**config.mk**
```make
export PLATFORM = sky130hd
export DESIGN_NAME = airlock_sequencer_flat
export DESIGN_NICKNAME = d
export VERILOG_FILES = /design/src/rtl/airlock_sequencer_if.sv /design/src/rtl/airlock_sequencer.sv /design/src/flat_wrapper.sv
export SDC_FILE = /design/constraint.sdc
export NUM_CORES = 1
export LEC_CHECK = 0
export ABC_CLOCK_PERIOD_IN_PS = 2800
export BUFFER_PORTS_ARGS = -buffer_cell sky130_fd_sc_hd__buf_2
export CAP_MARGIN = 20
export CORE_MARGIN = 1.5
export CORE_UTILIZATION = 54
export DETAILED_ROUTE_END_ITERATION = 12
export PLACE_DENSITY = 0.76
export SETUP_SLACK_MARGIN = 0.02
export SLEW_MARGIN = 0
export SYNTH_ARGS = -nofsm -noshare
export SYNTH_HDL_FRONTEND = slang
export SYNTH_SLANG_ARGS = --single-unit
```
**constraint.sdc**
```tcl
create_clock -name clk -period 2.8 [get_ports clk]
set_clock_uncertainty 0.2 [all_clocks]
set_input_delay 0.42 -clock clk [delete_from_list [all_inputs] [get_ports clk]]
set_output_delay 0.42 -clock clk [all_outputs]
set_load 0.05 [all_outputs]
```
**src/rtl/airlock_sequencer_if.sv**
```systemverilog
// Request/grant, actuator and chamber-status bundle of the airlock sequencer.
// master = PIO/bench side driving requests; slave = the sequencer itself.
interface airlock_sequencer_if;
    logic       arrive_req;
    logic       depart_req;
    logic       pause;
    logic       arrive_grant;
    logic       depart_grant;
    logic       busy;
    logic       done;
    logic       evacuate;
    logic       pressurize;
    logic       outer_door;
    logic       inner_door;
    logic       pressurized;
    logic       evacuated;
    logic [2:0] dbg_state;

    modport master (
        output arrive_req, depart_req, pause,
        input  arrive_grant, depart_grant, busy, done, evacuate, pressurize,
               outer_door, inner_door, pressurized, evacuated, dbg_state
    );

    modport slave (
        input  arrive_req, depart_req, pause,
        output arrive_grant, depart_grant, busy, done, evacuate, pressurize,
               outer_door, inner_door, pressurized, evacuated, dbg_state
    );
endinterface

```
**src/rtl/airlock_sequencer.sv**
```systemverilog
// Airlock transit sequencer: round-robin arrive/depart arbitration and timed
// evacuate/pressurize/door phases with one actuator active at a time.
//
// state | meaning
// IDLE  | chamber closed, waiting for a request
// EVAC  | pump chamber down to vacuum
// PRESS | fill chamber to station pressure
// OUTER | outer door open (chamber at vacuum)
// INNER | inner door open (chamber at station pressure)
// DONE  | one-cycle completion, then back to IDLE
module airlock_sequencer #(
    parameter int EVAC_CYCLES  = 8,
    parameter int PRESS_CYCLES = 8,
    parameter int DOOR_CYCLES  = 4,
    parameter int CNT_W        = 8
) (
    input logic               clk,
    input logic               reset,
    airlock_sequencer_if.slave bus
);
    typedef enum logic [2:0] {
        S_IDLE  = 3'd0,
        S_EVAC  = 3'd1,
        S_PRESS = 3'd2,
        S_OUTER = 3'd3,
        S_INNER = 3'd4,
        S_DONE  = 3'd5
    } state_e;

    localparam logic [CNT_W-1:0] EVAC_LD  = CNT_W'(EVAC_CYCLES - 1);
    localparam logic [CNT_W-1:0] PRESS_LD = CNT_W'(PRESS_CYCLES - 1);
    localparam logic [CNT_W-1:0] DOOR_LD  = CNT_W'(DOOR_CYCLES - 1);
    localparam logic [CNT_W-1:0] CNT_ONE  = CNT_W'(1);

    state_e           state_q, next_d;
    logic [CNT_W-1:0] cnt_q;
    logic             dir_q, last_dir_q, start_dir_d, advance_d, cnt_zero_d;
    logic             evac_q, press_q, outer_q, inner_q;
    logic             pressd_q, evacd_q, agrant_q, dgrant_q, done_q, busy_q;

    always_comb begin
        start_dir_d = 1'b0;
        if (bus.arrive_req && bus.depart_req) start_dir_d = ~last_dir_q;
        else if (bus.depart_req)              start_dir_d = 1'b1;
        cnt_zero_d = (cnt_q == '0);
        next_d     = S_IDLE;
        advance_d  = 1'b0;
        case (state_q)
            S_IDLE: begin
                // Skip the pump phase when the chamber already matches the door side.
                if (start_dir_d) next_d = pressd_q ? S_INNER : S_PRESS;
                else             next_d = evacd_q  ? S_OUTER : S_EVAC;
                advance_d = (bus.arrive_req || bus.depart_req) && !bus.pause;
            end
            S_EVAC: begin
                next_d    = S_OUTER;
                advance_d = cnt_zero_d && !bus.pause;
            end
            S_PRESS: begin
                next_d    = S_INNER;
                advance_d = cnt_zero_d && !bus.pause;
            end
            S_OUTER: begin
                next_d    = dir_q ? S_DONE : S_PRESS;
                advance_d = cnt_zero_d && !bus.pause;
            end
            S_INNER: begin
                next_d    = dir_q ? S_EVAC : S_DONE;
                advance_d = cnt_zero_d && !bus.pause;
            end
            S_DONE: begin
                next_d    = S_IDLE;
                advance_d = !bus.pause;
            end
            default: begin
                next_d    = S_IDLE;
                advance_d = 1'b1;
            end
        endcase
    end

    always_ff @(posedge clk) begin
        if (reset) begin
            state_q    <= S_IDLE;
            cnt_q      <= '0;
            dir_q      <= 1'b0;
            last_dir_q <= 1'b1;
            evac_q     <= 1'b0;
            press_q    <= 1'b0;
            outer_q    <= 1'b0;
            inner_q    <= 1'b0;
            pressd_q   <= 1'b1;
            evacd_q    <= 1'b0;
            agrant_q   <= 1'b0;
            dgrant_q   <= 1'b0;
            done_q     <= 1'b0;
            busy_q     <= 1'b0;
        end else begin
            agrant_q <= 1'b0;
            dgrant_q <= 1'b0;
            done_q   <= 1'b0;
            if (advance_d) begin
                state_q <= next_d;
                busy_q  <= (next_d != S_IDLE);
                evac_q  <= (next_d == S_EVAC);
                press_q <= (next_d == S_PRESS);
                outer_q <= (next_d == S_OUTER);
                inner_q <= (next_d == S_INNER);
                done_q  <= (next_d == S_DONE);
                case (next_d)
                    S_EVAC:           cnt_q <= EVAC_LD;
                    S_PRESS:          cnt_q <= PRESS_LD;
                    S_OUTER, S_INNER: cnt_q <= DOOR_LD;
                    default:          cnt_q <= '0;
                endcase
                if (state_q == S_IDLE) begin
                    dir_q      <= start_dir_d;
                    last_dir_q <= start_dir_d;
                    agrant_q   <= ~start_dir_d;
                    dgrant_q   <= start_dir_d;
                end
                if (state_q == S_EVAC)  evacd_q  <= 1'b1;
                if (state_q == S_PRESS) pressd_q <= 1'b1;
                if (next_d == S_EVAC)   pressd_q <= 1'b0;
                if (next_d == S_PRESS)  evacd_q  <= 1'b0;
            end else if (!bus.pause && !cnt_zero_d) begin
                cnt_q <= cnt_q - CNT_ONE;
            end
        end
    end

    assign bus.arrive_grant = agrant_q;
    assign bus.depart_grant = dgrant_q;
    assign bus.busy         = busy_q;
    assign bus.done         = done_q;
    assign bus.evacuate     = evac_q;
    assign bus.pressurize   = press_q;
    assign bus.outer_door   = outer_q;
    assign bus.inner_door   = inner_q;
    assign bus.pressurized  = pressd_q;
    assign bus.evacuated    = evacd_q;
    assign bus.dbg_state    = state_q;
endmodule

```
**src/flat_wrapper.sv**
```systemverilog
// flat-port wrapper written by rule: the top's interface ports become plain ports
module airlock_sequencer_flat 
#(
    parameter int EVAC_CYCLES  = 8,
    parameter int PRESS_CYCLES = 8,
    parameter int DOOR_CYCLES  = 4,
    parameter int CNT_W        = 8
)
  (clk, reset, bus_arrive_req, bus_depart_req, bus_pause, bus_arrive_grant, bus_depart_grant, bus_busy, bus_done, bus_evacuate, bus_pressurize, bus_outer_door, bus_inner_door, bus_pressurized, bus_evacuated, bus_dbg_state);
  airlock_sequencer_if bus_i ();
  input logic clk;
  input logic reset;
  input wire logic [$bits(bus_i.arrive_req)-1:0] bus_arrive_req;
  input wire logic [$bits(bus_i.depart_req)-1:0] bus_depart_req;
  input wire logic [$bits(bus_i.pause)-1:0] bus_pause;
  output wire logic [$bits(bus_i.arrive_grant)-1:0] bus_arrive_grant;
  output wire logic [$bits(bus_i.depart_grant)-1:0] bus_depart_grant;
  output wire logic [$bits(bus_i.busy)-1:0] bus_busy;
  output wire logic [$bits(bus_i.done)-1:0] bus_done;
  output wire logic [$bits(bus_i.evacuate)-1:0] bus_evacuate;
  output wire logic [$bits(bus_i.pressurize)-1:0] bus_pressurize;
  output wire logic [$bits(bus_i.outer_door)-1:0] bus_outer_door;
  output wire logic [$bits(bus_i.inner_door)-1:0] bus_inner_door;
  output wire logic [$bits(bus_i.pressurized)-1:0] bus_pressurized;
  output wire logic [$bits(bus_i.evacuated)-1:0] bus_evacuated;
  output wire logic [$bits(bus_i.dbg_state)-1:0] bus_dbg_state;
  assign bus_i.arrive_req = bus_arrive_req;
  assign bus_i.depart_req = bus_depart_req;
  assign bus_i.pause = bus_pause;
  assign bus_arrive_grant = bus_i.arrive_grant;
  assign bus_depart_grant = bus_i.depart_grant;
  assign bus_busy = bus_i.busy;
  assign bus_done = bus_i.done;
  assign bus_evacuate = bus_i.evacuate;
  assign bus_pressurize = bus_i.pressurize;
  assign bus_outer_door = bus_i.outer_door;
  assign bus_inner_door = bus_i.inner_door;
  assign bus_pressurized = bus_i.pressurized;
  assign bus_evacuated = bus_i.evacuated;
  assign bus_dbg_state = bus_i.dbg_state;
  airlock_sequencer #(.EVAC_CYCLES(EVAC_CYCLES), .PRESS_CYCLES(PRESS_CYCLES), .DOOR_CYCLES(DOOR_CYCLES), .CNT_W(CNT_W)) u_core (.clk(clk), .reset(reset), .bus(bus_i));
endmodule
```
==> results of run 1 <==
-- worst max-delay path, cell delays in order (launching register included) --
cell and delay [ns]:
dfxtp_1 0.46, or3_4 0.46, and4_4 0.18, or3_1 0.50, or3_1 0.44, a41oi_2 0.17
-- layer usage --
layer	vias to the layer above	GRT usage, %	wire length [µm]
met5	-	0	0
met4	0	12.0	61
met3	7	3.33	107
met2	35	36.9	1130
met1	491	30.7	1170
li1	542	-	-
-- worst max path at each step --
stage,slack (ns),cells past startpoint,start,end
3_3_place_gp,0.41,5,u_core.bus.dbg_state[0]$_SDFFE_PP0N_,u_core.cnt_q[2]$_SDFFE_PP0P_
4_1_cts,0.35,5,u_core.bus.dbg_state[1]$_SDFFE_PP0N_,u_core.cnt_q[2]$_SDFFE_PP0P_
3_5_place_dp,0.37,5,u_core.bus.dbg_state[1]$_SDFFE_PP0N_,u_core.cnt_q[2]$_SDFFE_PP0P_
5_1_grt,0.19,7,u_core.cnt_q[0]$_SDFFE_PP0P_,u_core.bus.pressurized$_SDFFE_PP1P_
6_report,0.33,5,u_core.bus.dbg_state[1]$_SDFFE_PP0N_,u_core.cnt_q[2]$_SDFFE_PP0P_
2_1_floorplan,0.49,5,u_core.bus.dbg_state[2]$_SDFFE_PP0N_,u_core.cnt_q[2]$_SDFFE_PP0P_
-- power by group through the flow --
stage	Combinational, W	Clock (W)	Sequential (W)
2_1_floorplan	0.000668	0	0.000702
3_3_place_gp	0.00100	0	0.000560
3_5_place_dp	0.00102	0	0.000567
4_1_cts	0.00102	0.000156	0.000559
5_1_grt	0.00114	0.000171	0.000581
6_report	0.00102	0.000152	0.000562
-- logic make-up (layout without fill, tap and decap cells) --
kind of cell	Yosys count	count (layout)
mux	1	1
buf+inv	12	27
simple gates	67	67
xor+xnor	5	5
compound gates	29	29
fa+ha+maj	2	2
flops	23	23
-- placed cells by master (no fill, tap or decap), drive strengths merged, types with 2 or more instances in the layout --
| cell type | Yosys | layout |
|---|---|---|
| a211oi | 3 | 3 |
| a21boi | 2 | 2 |
| a21o | 2 | 2 |
| a21oi | 10 | 10 |
| a221oi | 2 | 2 |
| buf | 2 | 19 |
| clkbuf | 6 | 4 |
| dfxtp | 23 | 23 |
| ha | 2 | 2 |
| inv | 4 | 4 |
| nand2 | 16 | 16 |
| nand2b | 2 | 2 |
| nand3 | 4 | 4 |
| nor2 | 9 | 9 |
| nor2b | 2 | 2 |
| nor3 | 12 | 12 |
| nor4 | 4 | 4 |
| nor4b | 4 | 4 |
| o21a | 2 | 2 |
| o21ai | 3 | 3 |
| or3 | 6 | 6 |
| xnor2 | 5 | 5 |
-- per-stage QoR --
stage	hold WS (ns)	util [%]	worst slack, ns	instance area (µm²)	power, W
floorplan	0.255	-	0.490	1170	0.00137
global placement	0.240	63.5	0.410	1270	0.00156
detailed placement	0.251	63.5	0.368	1270	0.00158
CTS	0.179	64.8	0.347	1300	0.00174
global route	0.193	64.8	0.194	1300	0.00189
finish	0.186	64.8	0.332	1300	0.00174
-- registers in the layout, indices dropped and copies added (netlist names) --
register,count
u_core.bus.dbg_state,3
u_core.bus.arrive_grant,1
u_core.last_dir_q,1
u_core.cnt_q,8
u_core.bus.done,1
u_core.bus.evacuated,1
u_core.bus.outer_door,1
u_core.bus.depart_grant,1
u_core.bus.pressurized,1
u_core.dir_q,1
u_core.bus.evacuate,1
u_core.bus.busy,1
u_core.bus.inner_door,1
u_core.bus.pressurize,1
-- synthesized netlist by cell type, drive strengths merged (2+ instances only) --
cell    number
o21a         2
buf          2
o21ai        3
xnor2        5
nor2b        2
nand3        4
clkbuf       6
inv          4
nor4         4
nor2         9
a211oi       3
a21boi       2
nor3        12
nor4b        4
a21o         2
nand2b       2
a221oi       2
a21oi       10
or3          6
ha           2
dfxtp       23
nand2       16
-- layout make-up --
| type | count | share of cell area, % |
|---|---|---|
| clock buffers | 4 | 2.03 |
| inverters | 4 | 1.16 |
| multi-input cells | 104 | 51.0 |
| flip-flops and latches | 23 | 35.5 |
| well taps | 27 | 2.60 |
| repair buffers | 19 | 7.71 |
==> summary.md, run 1 <==
| Metric | Value |
|---|---|
| CTS Buf Count | 3 |
| CORE AREA | between 2000 and 2500 µm² |
| Power per standard cell area | 1340 nW/µm² |
| Fin. max-slew vios | 0 |
| Proportion of synthesized area in mux cells | 0.856% |
| Initial detailed-routing violation count | 29 |
| CP max FO | 13 |
| Syn nets | 146 |
| Latest clock arrival within the worst-skew pair | about 0.32 ns |
| Max Clk Rate | 0.405 GHz |
| Sw Pwr | 0.000859 W |
| Largest family of logic cells by synthesized area | simple AND/OR/NAND/NOR gates |
| Die H | 49.5 µm |
| Fillcell total | approximately 190 |
| Synth Area in Adders | 2.14% |
| Final Hold Fails | 0 |
| Slew @ Worst Pin | 0.530 ns |
| Hold path startpoint | bus_depart_req |
| Pleak | 0.529 nW |
| Synth Area in XOR/XNOR | about 3.7% |
| Fin nets | around 160 |
| Maximum level of the CTS H-tree | 1 |
| Crit Path Category | flip-flop to flip-flop |
| Area contributors post-synth | dfxtp_1, nand2_1, a21oi_1, nor3_1, xnor2_1 |
| Number of global-route vias before repair | 990 |
| Power share of the combinational group | 58.9% |
| Relative slew slack | roughly 64% |
| Footprint of the multi-input gates | roughly 660 µm² |
| Core Rows | 16 |
| TritonRoute pass-1 iters | 4 |
| Reg2reg setup slack | 0.33 ns |
| Via-to-Cell Ratio | 5.94 |
| Worst-case clock buffer depth | 2 |
| N_diodes | 0 |
| Worst endpoint data arrival time | 2.52 ns |
| Post-detail-place hpwl | around 1.8 mm |
| Synth Area in Compound Gates | between 10% and 20% |
| # DRC | 0 |
| Via count | between 1000 and 1500 |
| Hold Path Sink | u_core.bus.depart_grant$_SDFF_PP0_ |
| Final wirelength | 2.47 mm |
| Clock transition at path regs | 0.12 ns |
| Synthesized area per cell | 8.42 µm² |
| Main synth FF type | dfxtp_1 |
| Final sum of negative setup slack | 0 ns |
| Cell taking the most area after synthesis | dfxtp_1 |
| Final min period | 2.47 ns |
| Post-synth EDFFs | 0 |
| Setup bufs post-CTS | 0 |
| First-pass GRT wire length | 4.49 mm |
| Critical Path RT | 2.85 ns |
| WL per Instance | 13.7 µm |
| CTS tree | yes |
| Startpoint Class | flip-flop |
| Seq/Total Area, Yosys | 39.4% |
| Synth top area share | 39.4% |
| Simple-gate area share of the yosys netlist | between 30% and 40% |
| Async SR Flop Fraction | 0% |
| R2R cell count | 5 |
| Number of top-level pins | 18 |
| Sw Share | between 40% and 50% |
| Ys Warns | 0 |
| Area Growth Syn to Fin | 10.9% |
| Int Pwr | 0.000877 W |
| Syn Inst Count | 139 |
| GRT Util Overall | between 20% and 30% |
| Worst r2r dst | u_core.cnt_q[2]$_SDFFE_PP0P_ |
| GR Overflow Total | 0 |
| Final cell count without fillers | 181 |
| FF/Latch Area | 460 µm² |
| Endpoints failing setup | 0 |
| Initial antenna violation count | 0 |
| Hold Crit Class | primary input to flip-flop |
| Status | complete, no violations |
| CTS Hold Buffers Added | 0 |
| Share of cells above drive strength 1 | 20.1% |
| Post_cts resized | 0 |
| Final Wtd Congestion | 0.894 |
| Full die area | 2450 µm² |
| Die X | 49.5 µm |
| CP endpoint kind | flip-flop |
| Clock sinks | 23 |
| Yosys cell types | 39 |
| Starting Density | around three fifths |
| Post-Syn Area | 1170 µm² |
| Clock power frac | about 8.7% |
| FF-to-FF Start | u_core.bus.dbg_state[1]$_SDFFE_PP0N_ |
| CTS Root Buffer Type | clkbuf_4 |
| ANT nets after route | 0 |
| RSZ-0062 raised after global routing | no |
| Yosys reg bits | 23 |
| Crit share post-route | 88.1% |
| Hold Crit Depth | 3 |
| Dpl cells | 177 |
| VDD IR max | 894 µV |
| Number of max-cap violations | 0 |
| Largest net degree at the start of global routing | 22 |
| Port bufs | 17 |
| Reg power frac | 32.3% |
Note: power is estimated with default switching activity, not from simulation.
==> inputs of run 2 (changes only) <==
--- a/config.mk
+++ b/config.mk
@@ -8,9 +8,11 @@
 export ABC_CLOCK_PERIOD_IN_PS = 2800
 export BUFFER_PORTS_ARGS = -buffer_cell sky130_fd_sc_hd__buf_2
 export CAP_MARGIN = 20
+export CORE_ASPECT_RATIO = 1.4
 export CORE_MARGIN = 1.5
 export CORE_UTILIZATION = 54
 export DETAILED_ROUTE_END_ITERATION = 12
+export GPL_TIMING_DRIVEN = 1
 export PLACE_DENSITY = 0.76
 export SETUP_SLACK_MARGIN = 0.02
 export SLEW_MARGIN = 0
==> run 2 against run 1 <==
Final area shrank 0.48%. First-iteration DRC count shrank 10%. Routed wire length grew 14%. Via count shrank 1.5%. Largest cell class unchanged. Non-clock buffer count is the same. Worst setup slack lost 0.016 ns. Clock power grew 4%.
==> summary.md, run 2 (synthesis gave the netlist of run 1 again) <==
| Metric | Value |
|---|---|
| Die X | 42.3 µm (-15%) |
| Pleak | 0.532 nW (+0.52%) |
| CTS Hold Buffers Added | 0 (unchanged) |
| Final Wtd Congestion | 0.849 (-5.1%) |
| Setup WS pre-CTS | 0.377 ns (+0.00921 ns) |
| Most frequent cells in the layout | dfxtp_1, buf_2, nand2_1 |
| N_diodes | 0 (unchanged) |
| Final Hold Fails | 0 (unchanged) |
| GR Overflow Total | 0 (unchanged) |
| First-pass GRT wire length | 4.73 mm (+5.5%) |
| Worst-case clock buffer depth | 2 (unchanged) |
| Pwr Total | 0.00177 W (+2.1%) |
| Post_cts resized | 0 (unchanged) |
| CP endpoint kind | flip-flop |
| Final worst slack | 0.316 ns (-0.0162 ns) |
| Port bufs | 17 (unchanged) |
| Final sum of negative setup slack | 0 ns (unchanged) |
| TritonRoute pass-1 iters | 4 (unchanged) |
| FF/Latch Area | 460 µm² (unchanged) |
| Reg with most FFs | u_core.cnt_q |
| Largest net degree at the start of global routing | 22 (unchanged) |
| Post-detail-place hpwl | 2.10 mm (+16%) |
| Number of max-cap violations | 0 (unchanged) |
| Clock sinks | 23 (unchanged) |
| Worst endpoint data arrival time | 2.53 ns (about the same) |
| Hold Crit Class | primary input to flip-flop |
| VDD IR max | 685 µV (-23%) |
| Via-to-Cell Ratio | 6.05 (+1.9%) |
| Area Growth Syn to Fin | 10.4% |
| Initial antenna violation count | 0 (unchanged) |
| Number of top-level pins | 18 (unchanged) |
| Die H | 58.1 µm (+17%) |
| Clock transition at path regs | 0.13 ns (about the same) |
| CTS tree | yes |
| Footprint of the multi-input gates | 662 µm² (unchanged) |
| Starting Density | 58.6% (+0.15 points) |
| Slew @ Worst Pin | 0.590 ns (+0.0602 ns) |
| Startpoint Class | flip-flop |
| Cell area after layout | 1290 µm² (-0.48%) |
| WL per Instance | 16.1 µm (+18%) |
| Core Rows | 19 (+3) |
| Initial detailed-routing violation count | 26 (-10%) |
| Number of global-route vias before repair | 1040 (+5.1%) |
| # DRC | 0 (unchanged) |
| Latest clock arrival within the worst-skew pair | 0.31 ns (about the same) |
| Maximum level of the CTS H-tree | 1 (unchanged) |
| Largest register FFs | 8 (unchanged) |
| Crit share post-route | 88.7% (+0.58 points) |
| Post-Place Cell Area | 1260 µm² (-0.59%) |
| Status | complete, no violations |
| Via count | 1059 (-1.5%) |
| ANT nets after route | 0 (unchanged) |
| CP max FO | 13 (unchanged) |
| Fin nets | 162 (unchanged) |
| CTS Buf Count | 3 (unchanged) |
| Endpoints failing setup | 0 (unchanged) |
| Setup bufs post-CTS | 0 (unchanged) |
| Final wirelength | 2.82 mm (+14%) |
| Max Clk Rate | 0.403 GHz (-0.65%) |
| Final min period | 2.48 ns (+0.0162 ns) |
| Share of cells above drive strength 1 | 20.8% (+0.65 points) |
| Full die area | 2460 µm² (+0.15%) |
| RSZ-0062 raised after global routing | no |
| GRT Util Overall | 24.7% (+1.4 points) |
| CTS Root Buffer Type | clkbuf_4 |
| Fin. max-slew vios | 0 (unchanged) |
| Fillcell total | 186 (-1.1%) |
| Commonest non-fill, non-tap cell in the layout | dfxtp_1 |
| Relative slew slack | 60.5% (-4.0 points) |
| CORE AREA | 2000 µm² (-0.25%) |
| Power per standard cell area | 1370 nW/µm² (+2.6%) |
| Crit Path Category | flip-flop to flip-flop |
| Critical Path RT | 2.85 ns (about the same) |
[run 2: path summary, 6_finish.rpt]
path / start / end / slack [ns] / cells after the start
worst max-delay path: u_core.bus.dbg_state[1]$_SDFFE_PP0N_ / u_core.cnt_q[2]$_SDFFE_PP0P_ / 0.32 / 5
worst max register to register: u_core.bus.dbg_state[1]$_SDFFE_PP0N_ / u_core.cnt_q[2]$_SDFFE_PP0P_ / 0.32 / 5
worst min-delay path: bus_depart_req / u_core.bus.depart_grant$_SDFF_PP0_ / 0.17 / 3
worst min register to register: u_core.bus.pressurize$_SDFFE_PP0N_ / u_core.bus.pressurize$_SDFFE_PP0N_ / 0.26 / 2
[run 2: area by class of cell]
| type | instances | area share, % |
|---|---|---|
| Sequential cell | 23 | 35.7 |
| Clock buffer | 3 | 1.74 |
| Inverter | 4 | 1.16 |
| Clock inverter | 1 | 0.388 |
| Multi-Input combinational cell | 104 | 51.3 |
| Timing Repair Buffer | 19 | 7.75 |
| Tap cell | 21 | 2.03 |
[run 2: critical path, cell delays in order, from the launching register on]
cell and delay (ns):
dfxtp_1 0.47, or3_4 0.46, and4_4 0.18, or3_1 0.48
or3_1 0.44, a41oi_2 0.18
[run 2: routing by layer]
metal	wire length [µm]	up-vias	part of all wire, %	track usage (%)
met4	58	0	2.1	8.93
met5	0	-	0	0
li1	-	534	-	-
met2	1460	25	52	45.5
met3	75	10	2.7	2.18
met1	1220	490	43	29.4
[run 2: where the power goes]
| group | internal [W] | total [W] | switching (W) |
|---|---|---|---|
| combinational | 0.000385 | 0.00105 | 0.000663 |
| sequential | 0.000435 | 0.000566 | 0.000131 |
| clock | 0.0000534 | 0.000158 | 0.000105 |
| total | 0.000874 | 0.00177 | 0.000899 |
[run 2: through the flow]
step	cells	util, %	hold slack [ns]
3_5_place_dp	171	63.3	0.245
6_report	175	64.7	0.169
2_1_floorplan	139	-	0.255
4_1_cts	175	64.7	0.174
3_3_place_gp	171	63.3	0.243
5_1_grt	175	64.7	0.185
==> inputs of run 3 (changes only) <==
--- a/config.mk
+++ b/config.mk
@@ -5,15 +5,14 @@
 export SDC_FILE = /design/constraint.sdc
 export NUM_CORES = 1
 export LEC_CHECK = 0
-export ABC_CLOCK_PERIOD_IN_PS = 2800
 export BUFFER_PORTS_ARGS = -buffer_cell sky130_fd_sc_hd__buf_2
 export CAP_MARGIN = 20
 export CORE_ASPECT_RATIO = 1.4
 export CORE_MARGIN = 1.5
-export CORE_UTILIZATION = 54
+export CORE_UTILIZATION = 30
 export DETAILED_ROUTE_END_ITERATION = 12
 export GPL_TIMING_DRIVEN = 1
-export PLACE_DENSITY = 0.76
+export REMOVE_ABC_BUFFERS = 1
 export SETUP_SLACK_MARGIN = 0.02
 export SLEW_MARGIN = 0
 export SYNTH_ARGS = -nofsm -noshare
==> run 3 against run 2 <==
Sequential power down 2%. Non-clock buffer count up 1. Highest routed layer unchanged. Maximum frequency grew 1.0%. Critical path depth stayed put. Largest cell class unchanged. Largest power group unchanged. Final area rose by 4.1%. Clock-buffer cell count is the same. Die area increased by 74%. Global-route usage shrank 11 points.
==> summary.md, run 3 (synthesis gave the netlist of run 1 again) <==
| Metric | Value |
|---|---|
| Startpoint Class | flip-flop |
| First-pass GRT wire length | 4.57 mm (-3.5%) |
| WL per Instance | 13.9 µm (-14%) |
| Clock transition at path regs | 0.09 ns (-0.04 ns) |
| Pwr Total | 0.00180 W (+1.3%) |
| Largest net degree at the start of global routing | 22 (unchanged) |
| GR Overflow Total | 0 (unchanged) |
| Final Wtd Congestion | 0.848 (-0.12%) |
| Largest register FFs | 8 (unchanged) |
| Setup bufs post-CTS | 0 (unchanged) |
| Relative slew slack | 69.0% (+8.5 points) |
| Initial antenna violation count | 0 (unchanged) |
| M1 wire length | 1.21 mm (-1.1%) |
| Post_cts resized | 0 (unchanged) |
| Fin nets | 163 (+0.62%) |
| Final worst slack | 0.341 ns (+0.0249 ns) |
| Die H | 76.9 µm (+32%) |
| Critical Path RT | 2.79 ns (-0.06 ns) |
| Die X | 55.8 µm (+32%) |
| Slew @ Worst Pin | 0.461 ns (-0.129 ns) |
| CP endpoint kind | flip-flop |
| RSZ-0062 raised after global routing | no |
| VDD IR max | 509 µV (-26%) |
| Clock sinks | 23 (unchanged) |
| Via count | 1064 (+0.47%) |
| CTS tree | yes |
| Slowest stage delay, CP | 0.49 ns (about the same) |
| # DRC | 0 (unchanged) |
| FF/Latch Area | 460 µm² (unchanged) |
| Maximum level of the CTS H-tree | 1 (unchanged) |
| Initial detailed-routing violation count | 29 (+12%) |
| Core Rows | 26 (+7) |
| Post-detail-place hpwl | 2.02 mm (-3.6%) |
| Hold Crit Class | primary input to flip-flop |
| Highest metal layer with signal wires | met4 |
| Pleak | 0.545 nW (+2.5%) |
| Crit path top cell by count | or3_1 |
| Most frequent cells in the layout | dfxtp_1, buf_2, nand2_1 |
| CTS Buf Count | 3 (unchanged) |
| Crit Path Category | flip-flop to flip-flop |
| Fillcell total | 392 (+110%) |
| Number of global-route vias before repair | 1005 (-3.4%) |
| N_diodes | 0 (unchanged) |
| Final Hold Fails | 0 (unchanged) |
| CTS Root Buffer Type | clkbuf_8 |
| Power per standard cell area | 1340 nW/µm² (-2.6%) |
| Reg with most FFs | u_core.cnt_q |
| Endpoints failing setup | 0 (unchanged) |
| Final min period | 2.46 ns (-0.0249 ns) |
| Met3 Wirelength | 148 µm (+97%) |
| Status | complete, no violations |
| Number of top-level pins | 18 (unchanged) |
| Worst endpoint data arrival time | 2.45 ns (-0.08 ns) |
| Area Growth Syn to Fin | 14.9% |
| Via-to-Cell Ratio | 5.40 (-11%) |
| Setup WS pre-CTS | 0.364 ns (-0.0132 ns) |
| Commonest non-fill, non-tap cell in the layout | dfxtp_1 |
| Number of max-cap violations | 0 (unchanged) |
| Port bufs | 17 (unchanged) |
| Cell Chain, Critical Path | or3_4 -> and4_4 -> or3_1 -> or3_1 -> a41oi_2 |
| CTS Hold Buffers Added | 0 (unchanged) |
| Crit share post-route | 87.8% (-0.89 points) |
| Full die area | 4290 µm² (+74%) |
| Max Clk Rate | 0.407 GHz (+1.0%) |
| Final wirelength | 2.74 mm (-2.9%) |
| Latest clock arrival within the worst-skew pair | 0.27 ns (-0.04 ns) |
| CP max FO | 13 (unchanged) |
| Footprint of the multi-input gates | 662 µm² (unchanged) |
| TritonRoute pass-1 iters | 4 (unchanged) |
| Fin. max-slew vios | 0 (unchanged) |
| Worst-case clock buffer depth | 2 (unchanged) |
| Final sum of negative setup slack | 0 ns (unchanged) |
| Share of cells above drive strength 1 | 21.3% (+0.51 points) |
| Starting Density | 31.8% (-27 points) |
| ANT nets after route | 0 (unchanged) |
| Slowest CP cell | or3_1 |
| GRT Util Overall | 13.4% (-11 points) |
| Final core occ | 36.6% (-28 points) |
| CORE AREA | 3680 µm² (+84%) |
| DR WL met2 | 1.33 mm (-9.2%) |
[run 3: cell count changes in the layout (fill, tap and decap cells not counted), sizes merged]
cell and change:
buf +1
[run 3: final cells by class]
cell class / instances / share of cell area (%)
tap: 42 / 3.91
inverter: 4 / 1.12
timing repair buffer: 20 / 8.01
multi-input combinational: 104 / 49.3
clock buffer: 3 / 3.07
sequential: 23 / 34.3
clock inverter: 1 / 0.372
[run 3: stage by stage]
stage	std cells	hold WS, ns	area (µm²)
after floorplan	131	0.255	1140
after global placement	193	0.242	1300
after detailed placement	193	0.249	1300
after CTS	197	0.220	1340
after global routing	197	0.238	1340
final	197	0.222	1340
[run 3: per-layer routing]
layer	global-route usage, %	vias to the layer above
met5	0	-
met4	6.10	0
met3	2.87	4
met2	21.9	29
met1	16.8	494
li1	-	537
[run 3: power breakdown]
group / leakage (nW) / total (W) / switching, W / internal, W
sequential: 0.188 / 0.000553 / 0.000117 / 0.000436
combinational: 0.332 / 0.00103 / 0.000653 / 0.000381
clock: 0.0255 / 0.000210 / 0.000110 / 0.0000995
[run 3: final timing paths]
kind	from	to	slack (ns)	depth (start not counted)
worst min register to register	u_core.bus.pressurize$_SDFFE_PP0N_	u_core.bus.pressurize$_SDFFE_PP0N_	0.26	2
worst max register to register	u_core.bus.dbg_state[1]$_SDFFE_PP0N_	u_core.cnt_q[2]$_SDFFE_PP0P_	0.34	5
worst min-delay path	bus_depart_req	u_core.bus.depart_grant$_SDFF_PP0_	0.22	3
worst max-delay path	u_core.bus.dbg_state[1]$_SDFFE_PP0N_	u_core.cnt_q[2]$_SDFFE_PP0P_	0.34	5
[run 3: critical path, delay by kind of cell, from the launching register on]
kind,cells,cell delay [ns]
compound gates,1,0.18
simple gates,4,1.56
flops,1,0.44
